`src/rtl/cross_sum_sequencer_pkg.sv`:
```
// Shared definitions for the sequential cross-sum datapath: FSM states,
// term/product counts and the index width of the operand selectors.
package cross_sum_sequencer_pkg;

    // Controller states
    typedef enum logic [1:0] {
        IDLE = 2'd0,
        RUN  = 2'd1,
        DONE = 2'd2
    } state_t;

    localparam int N_TERMS    = 4;
    localparam int N_PRODUCTS = 16;
    localparam int IDX_W      = 2;

    localparam logic [IDX_W-1:0] IDX_LAST = 2'd3;

    // True when the selected pair is the final product x3*y3
    function automatic logic is_last_pair(
        input logic [IDX_W-1:0] i_idx,
        input logic [IDX_W-1:0] j_idx
    );
        return (i_idx == IDX_LAST) && (j_idx == IDX_LAST);
    endfunction

endpackage

```
`src/rtl/cross_sum_sequencer_mac_unit.sv`:
```
// Single multiply-accumulate slice shared by all 16 cross products.
// The accumulator is registered; its next value is exported so the owner
// can latch the final total on the same edge that the last product lands.
module mac_unit #(
    parameter int WIDTH = 32
) (
    input  logic             clk,
    input  logic             rst,
    input  logic             i_clr,
    input  logic             i_en,
    input  logic [WIDTH-1:0] i_a,
    input  logic [WIDTH-1:0] i_b,
    output logic [WIDTH-1:0] o_acc_nxt
);

    logic [WIDTH-1:0] r_acc;
    logic [WIDTH-1:0] w_prod;
    logic [WIDTH-1:0] w_acc_nxt;

    // Truncated product and modulo-2^WIDTH next accumulator value
    always_comb begin
        w_prod = i_a * i_b;
        if (i_clr) begin
            w_acc_nxt = {WIDTH{1'b0}};
        end else if (i_en) begin
            w_acc_nxt = r_acc + w_prod;
        end else begin
            w_acc_nxt = r_acc;
        end
    end

    // Accumulator register
    always_ff @(posedge clk or posedge rst) begin
        if (rst) begin
            r_acc <= {WIDTH{1'b0}};
        end else begin
            r_acc <= w_acc_nxt;
        end
    end

    assign o_acc_nxt = w_acc_nxt;

endmodule

```
`src/rtl/cross_sum_sequencer.sv`:
```
// Sequential cross-sum: (x0+x1+x2+x3)*(y0+y1+y2+y3) evaluated as 16
// pairwise products through one shared MAC, i-major order x0y0..x3y3.
// Operands are captured once on accept; the result is held in DONE until
// the consumer takes it.
module cross_sum_sequencer
    import cross_sum_sequencer_pkg::*;
#(
    parameter int WIDTH = 32
) (
    input  logic             clk,
    input  logic             rst,
    input  logic             in_valid,
    output logic             in_ready,
    input  logic [WIDTH-1:0] a1,
    input  logic [WIDTH-1:0] b1,
    input  logic [WIDTH-1:0] c1,
    input  logic [WIDTH-1:0] d1,
    input  logic [WIDTH-1:0] a2,
    input  logic [WIDTH-1:0] b2,
    input  logic [WIDTH-1:0] c2,
    input  logic [WIDTH-1:0] d2,
    output logic             out_valid,
    input  logic             out_ready,
    output logic [WIDTH-1:0] sum,
    output logic             busy
);

    state_t           r_state;
    state_t           w_state_nxt;

    logic [WIDTH-1:0] r_x [N_TERMS];
    logic [WIDTH-1:0] r_y [N_TERMS];
    logic [IDX_W-1:0] r_i;
    logic [IDX_W-1:0] r_j;

    logic             r_in_ready;
    logic             r_out_valid;
    logic             r_busy;
    logic [WIDTH-1:0] r_sum;

    logic             w_accept;
    logic             w_run_en;
    logic             w_last;
    logic [WIDTH-1:0] w_x_sel;
    logic [WIDTH-1:0] w_y_sel;
    logic [WIDTH-1:0] w_acc_nxt;

    // State register
    always_ff @(posedge clk or posedge rst) begin
        if (rst) begin
            r_state <= IDLE;
        end else begin
            r_state <= w_state_nxt;
        end
    end

    // Next-state and per-cycle control decode
    always_comb begin
        w_state_nxt = r_state;
        w_accept    = 1'b0;
        w_run_en    = 1'b0;
        w_last      = 1'b0;
        case (r_state)
            IDLE: begin
                if (in_valid && r_in_ready) begin
                    w_accept    = 1'b1;
                    w_state_nxt = RUN;
                end else begin
                    w_state_nxt = IDLE;
                end
            end
            RUN: begin
                w_run_en = 1'b1;
                if (is_last_pair(r_i, r_j)) begin
                    w_last      = 1'b1;
                    w_state_nxt = DONE;
                end else begin
                    w_state_nxt = RUN;
                end
            end
            DONE: begin
                if (out_ready) begin
                    w_state_nxt = IDLE;
                end else begin
                    w_state_nxt = DONE;
                end
            end
            default: begin
                w_state_nxt = IDLE;
            end
        endcase
    end

    // Handshake/status flags registered from the upcoming state so they
    // line up exactly with the state they describe
    always_ff @(posedge clk or posedge rst) begin
        if (rst) begin
            r_in_ready  <= 1'b1;
            r_out_valid <= 1'b0;
            r_busy      <= 1'b0;
        end else begin
            r_in_ready  <= (w_state_nxt == IDLE);
            r_out_valid <= (w_state_nxt == DONE);
            r_busy      <= (w_state_nxt == RUN);
        end
    end

    // Operand capture on accept only; later input changes are ignored
    always_ff @(posedge clk or posedge rst) begin
        if (rst) begin
            for (int k = 0; k < N_TERMS; k++) begin
                r_x[k] <= {WIDTH{1'b0}};
                r_y[k] <= {WIDTH{1'b0}};
            end
        end else if (w_accept) begin
            r_x[0] <= a1;
            r_x[1] <= b1;
            r_x[2] <= c1;
            r_x[3] <= d1;
            r_y[0] <= a2;
            r_y[1] <= b2;
            r_y[2] <= c2;
            r_y[3] <= d2;
        end else begin
            for (int k = 0; k < N_TERMS; k++) begin
                r_x[k] <= r_x[k];
                r_y[k] <= r_y[k];
            end
        end
    end

    // Pair indices: {i,j} as one 4-bit counter gives i-major order and
    // natural wrap of j into i
    always_ff @(posedge clk or posedge rst) begin
        if (rst) begin
            r_i <= {IDX_W{1'b0}};
            r_j <= {IDX_W{1'b0}};
        end else if (w_accept) begin
            r_i <= {IDX_W{1'b0}};
            r_j <= {IDX_W{1'b0}};
        end else if (w_run_en) begin
            {r_i, r_j} <= {r_i, r_j} + {{(2*IDX_W-1){1'b0}}, 1'b1};
        end else begin
            r_i <= r_i;
            r_j <= r_j;
        end
    end

    // Operand selection for the shared MAC
    always_comb begin
        w_x_sel = r_x[r_i];
        w_y_sel = r_y[r_j];
    end

    mac_unit #(
        .WIDTH (WIDTH)
    ) u_mac (
        .clk       (clk),
        .rst       (rst),
        .i_clr     (w_accept),
        .i_en      (w_run_en),
        .i_a       (w_x_sel),
        .i_b       (w_y_sel),
        .o_acc_nxt (w_acc_nxt)
    );

    // Result latch: loaded with the total including the last product on
    // DONE entry, otherwise held across IDLE and the next RUN
    always_ff @(posedge clk or posedge rst) begin
        if (rst) begin
            r_sum <= {WIDTH{1'b0}};
        end else if (w_last) begin
            r_sum <= w_acc_nxt;
        end else begin
            r_sum <= r_sum;
        end
    end

    assign in_ready  = r_in_ready;
    assign out_valid = r_out_valid;
    assign busy      = r_busy;
    assign sum       = r_sum;

endmodule

```
`config.mk`:
```
export PLATFORM = sky130hd
export DESIGN_NAME = cross_sum_sequencer
export DESIGN_NICKNAME = d
export VERILOG_FILES = /design/src/rtl/cross_sum_sequencer_pkg.sv /design/src/rtl/cross_sum_sequencer_mac_unit.sv /design/src/rtl/cross_sum_sequencer.sv
export SDC_FILE = /design/constraint.sdc
export NUM_CORES = 2
export LEC_CHECK = 0
export CELL_PAD_IN_SITES_DETAIL_PLACEMENT = 1
export CELL_PAD_IN_SITES_GLOBAL_PLACEMENT = 1
export CORE_MARGIN = 10
export CORE_UTILIZATION = 49
export DETAILED_ROUTE_END_ITERATION = 16
export GPL_TIMING_DRIVEN = 0
export HOLD_SLACK_MARGIN = 0.15
export PLACE_DENSITY = 0.95
export SYNTH_ARGS = -nofsm -noshare
export SYNTH_HDL_FRONTEND = slang
export SYNTH_SLANG_ARGS = --single-unit
```
`constraint.sdc`:
```
create_clock -name clk -period 19.32 [get_ports clk]
set_clock_uncertainty 0.2 [all_clocks]
set_input_delay 5.796 -clock clk [delete_from_list [all_inputs] [get_ports clk]]
set_output_delay 5.796 -clock clk [all_outputs]
set_load 0.02 [all_outputs]
```
==> parameters.txt <==
Parameter                              Value

Outcome
  Result of the run    finished with violations
  Failing checks    max-capacitance violations, max-slew violations

Floorplanning
  Die Y-Extent    270 um
  Total number of placement rows    91
  Area of the die    approximately 73000 um^2
  Core Area    61700 um^2
  Horizontal die dimension    270 um
  IO Count    around 300
  Initial standard-cell utilization of the core    49.6%

Timing
  F_max    between 80 and 90 MHz
  Final setup fails    0
  Transition at the pin with the smallest max-transition slack    1.83 ns
  Final TNS setup    0 ns
  RSZ-0062 raised after global routing    false
  Max-slew violations    8
  Final min period    about 12 ns
  Worst relative slew slack    -25.7%
  Final Cycle Share    64.4%
  Final-report hold violation count    0

Global route
  Largest net degree at the start of global routing    126
  Number of antenna violations at the first check in global routing    28
  First-pass GRT wire length    239 mm
  Overall overflow remaining after global route    0
  Gr usage total    a little under half
  Via count of the first global-routing pass    35.4k

Logic synthesis
  Synthesized flop and latch total    329
  Distinct cells, synth    54
  Synthesis Warnings    0
  Share of async-settable or async-resettable flops after synthesis    100%
  Main combinational cell family by area after synthesis    adder cells
  Mean instance size in the synthesized netlist    9.04 um^2
  Gate Count Post-Synth    3381
  Proportion of synthesized chip area in sequential cells    26.9%
  Netlist area before placement    between 30000 and 40000 um^2
  Most frequently used flop master after synthesis    dfrtp_1
  Multiplexer share of the synthesized area    6.95%
  Compound-gate portion of the synthesized area    about 2.3%
  Fraction of the mapped netlist area in simple logic gates    a little under a fifth
  Adder-Cell Fraction of Synth Area    33.8%
  Parity-gate share of the synthesized area counting xor and xnor cells    2.61%
  Net count after synthesis    4204
  Number of enable-type register cells in the synthesized netlist    0

Finish
  Filler Cell Count    7099
  Area growth from synthesis to layout    17.7%
  Most frequent cells in the layout    1044 x nand2_1, 499 x inv_1, 438 x fa_1
  Most common cell after layout, fill and taps aside    nand2_1
  Share of cells above drive strength 1    4.62%
  Count of nets after finishing    4540

Critical path
  Worst R2R Path Depth    30
  Worst R2R Setup Slack    6.87 ns
  Reg-to-reg startpoint    r_j[1]
  CP max stage cell    mux2i_1
  Setup CP Type    reg -> reg
  Most used cell along the critical path    fa_1
  Critical Path Max Stage Delay    1.00 ns
  Worst Path Max Fanout    10
  Worst Setup SP    r_j[1]
  Kind of end point of the critical path    flip-flop
  Setup crit end    u_mac.r_acc[29]
  CP arrival    around 13 ns
  Destination of the worst register-to-register timing path    u_mac.r_acc[29]
  CP delay by family, top    adder cells
  Startpoint types    flip-flop
  Total number of cells along the worst setup path    30
  Number of buffer and inverter instances along the worst setup path    9
  Data required time of the critical path    19.58 ns

Detailed routing
  Average via count per standard cell    6.84
  Total iterations of the first detailed-routing run    8
  Final wirelength    ~170 mm
  Count of unresolved DRC violations after routing    0
  DRC marker count from the first detailed-route iteration    around 4.8k
  Routed length per instance    between 30 and 40 um
  Via count    31.5k
  ANT nets after route    0

Clocking
  Inserted Clock Buffers    38
  Clock Sinks    329
  Clock insertion delay at the later pin of the skew report    0.65 ns
  Resized Gates After CTS    0
  Clock root buffer    clkbuf_16
  Number of buffers inserted to repair setup after CTS    0
  Number of buffers added to fix hold violations after cts    0
  H-tree levels    2
  Clock tree from TritonCTS    built
  Number of buffers on the longest clock path    3
  Clock-pin slew reported for the worst setup and hold paths after clock tree synthesis    0.07 ns

Placed design
  Final Wtd Congestion    around 1.0
  Hpwl dp    approximately 100 mm
  Number of input and output port buffers inserted    294

Min path
  Worst hold path class    reg -> reg

Job
  Number of max-cap violations    4
[how the worst min path moves through the flow]
stage	startpoint	end	slack (ns)	depth (start not counted)
4_1_cts	r_y[65]	r_y[65]	0.29	2
3_3_place_gp	r_x[89]	r_x[89]	0.25	2
6_report	sum[21]	sum[21]	0.29	2
3_5_place_dp	r_y[31]	r_y[31]	0.26	2
5_1_grt	r_y[82]	r_y[82]	0.31	2
2_1_floorplan	r_x[89]	r_x[89]	0.24	2
[stage by stage]
stage / setup WS, ns / cell area, um^2 / cells / hold WS, ns / util, %
final: 6.87 / 36000 / 4610 / 0.288 / 58.3
after global routing: 7.08 / 36000 / 4603 / 0.312 / 58.3
after CTS: 8.23 / 35900 / 4583 / 0.290 / 58.2
after detailed placement: 8.75 / 34600 / 4514 / 0.259 / 56.1
after global placement: 0.207 / 34600 / 4512 / 0.251 / 56.0
after floorplan: 4.21 / 30600 / 3381 / 0.237 / -
[kinds of logic after synthesis]
kind of cell               after synthesis
muxes                                  167
and+or+nand+nor                       1465
AOI/OAI and AO/OA                      116
DFF                                    329
buffers and inverters                  650
xor gates and xnor gates                91
adders and majority gates              563
[layout make-up]
cell class                      instances  area (um^2)  area share [%]
Tap cell                              837         1050            2.91
Sequential cell                       329         8230            22.9
Timing Repair Buffer                  296         3000            8.33
Buffer                                150          724            2.01
Clock inverter                         18          211           0.588
Inverter                              500         1880            5.24
Multi-Input combinational cell       2402        19800            54.9
Clock buffer                           51         1050            2.92
Antenna cell                           27         67.6           0.188
[state kept, by name, summed over array words and instances (netlist names)]
signal	count
in_ready	1
out_valid	1
r_state	2
sum	32
r_i	2
r_x	128
u_mac.r_acc	32
r_y	128
busy	1
r_j	2
[worst reg2reg max path, delay by kind of cell (launching register included)]
kind / cells / cell delay [ns]
XOR/XNOR: 1 / 0.51
buffers and inverters: 9 / 2.78
AND/OR/NAND/NOR: 3 / 0.73
flip-flops: 1 / 0.41
multiplexers: 1 / 1.00
AO/OA/AOI/OAI: 7 / 2.00
adder cells (fa/ha/maj): 9 / 4.67
[layer usage]
metal / wire length, um / global-route usage, % / up-vias
li1: - / - / 10821
met1: 49400 / 43.3 / 15113
met2: 71800 / 66.0 / 3745
met3: 27100 / 25.0 / 1822
met4: 22700 / 45.4 / 20
met5: 301 / 4.04 / -
[synth_stat cells, types with 3 or more instances]
cell type     n  share of area [%]
mux2i_4       4               0.29
xnor2_1      67                1.9
a211oi_1      3              0.074
nor2b_1       9               0.18
buf_8         4               0.20
mux2_2       36                1.3
a21o_1       10               0.25
fa_1        438                 29
a31oi_1       3              0.061
nand3_1      35               0.57
nand2b_1     23               0.47
or2_2         8               0.16
buf_6         3               0.11
mux2i_2      10               0.45
a21oi_1      21               0.34
o31ai_1       7               0.17
mux4_2       23                1.7
ha_1        125                5.1
buf_1        22               0.27
buf_12        5               0.33
clkbuf_1    109                1.3
inv_1       500                6.1
xor2_1       24               0.69
dfrtp_1     328                 27
nand2_1    1044                 13
o21ai_0      51               0.83
mux2i_1      92                3.0
and2_1       46               0.94
o21a_1        4              0.098
buf_2         6              0.098
nor2_1      289                3.5
Power is left out: the tool's default activity adds up to more than one toggle a clock period on the data nets, which glitch-free logic cannot reach.
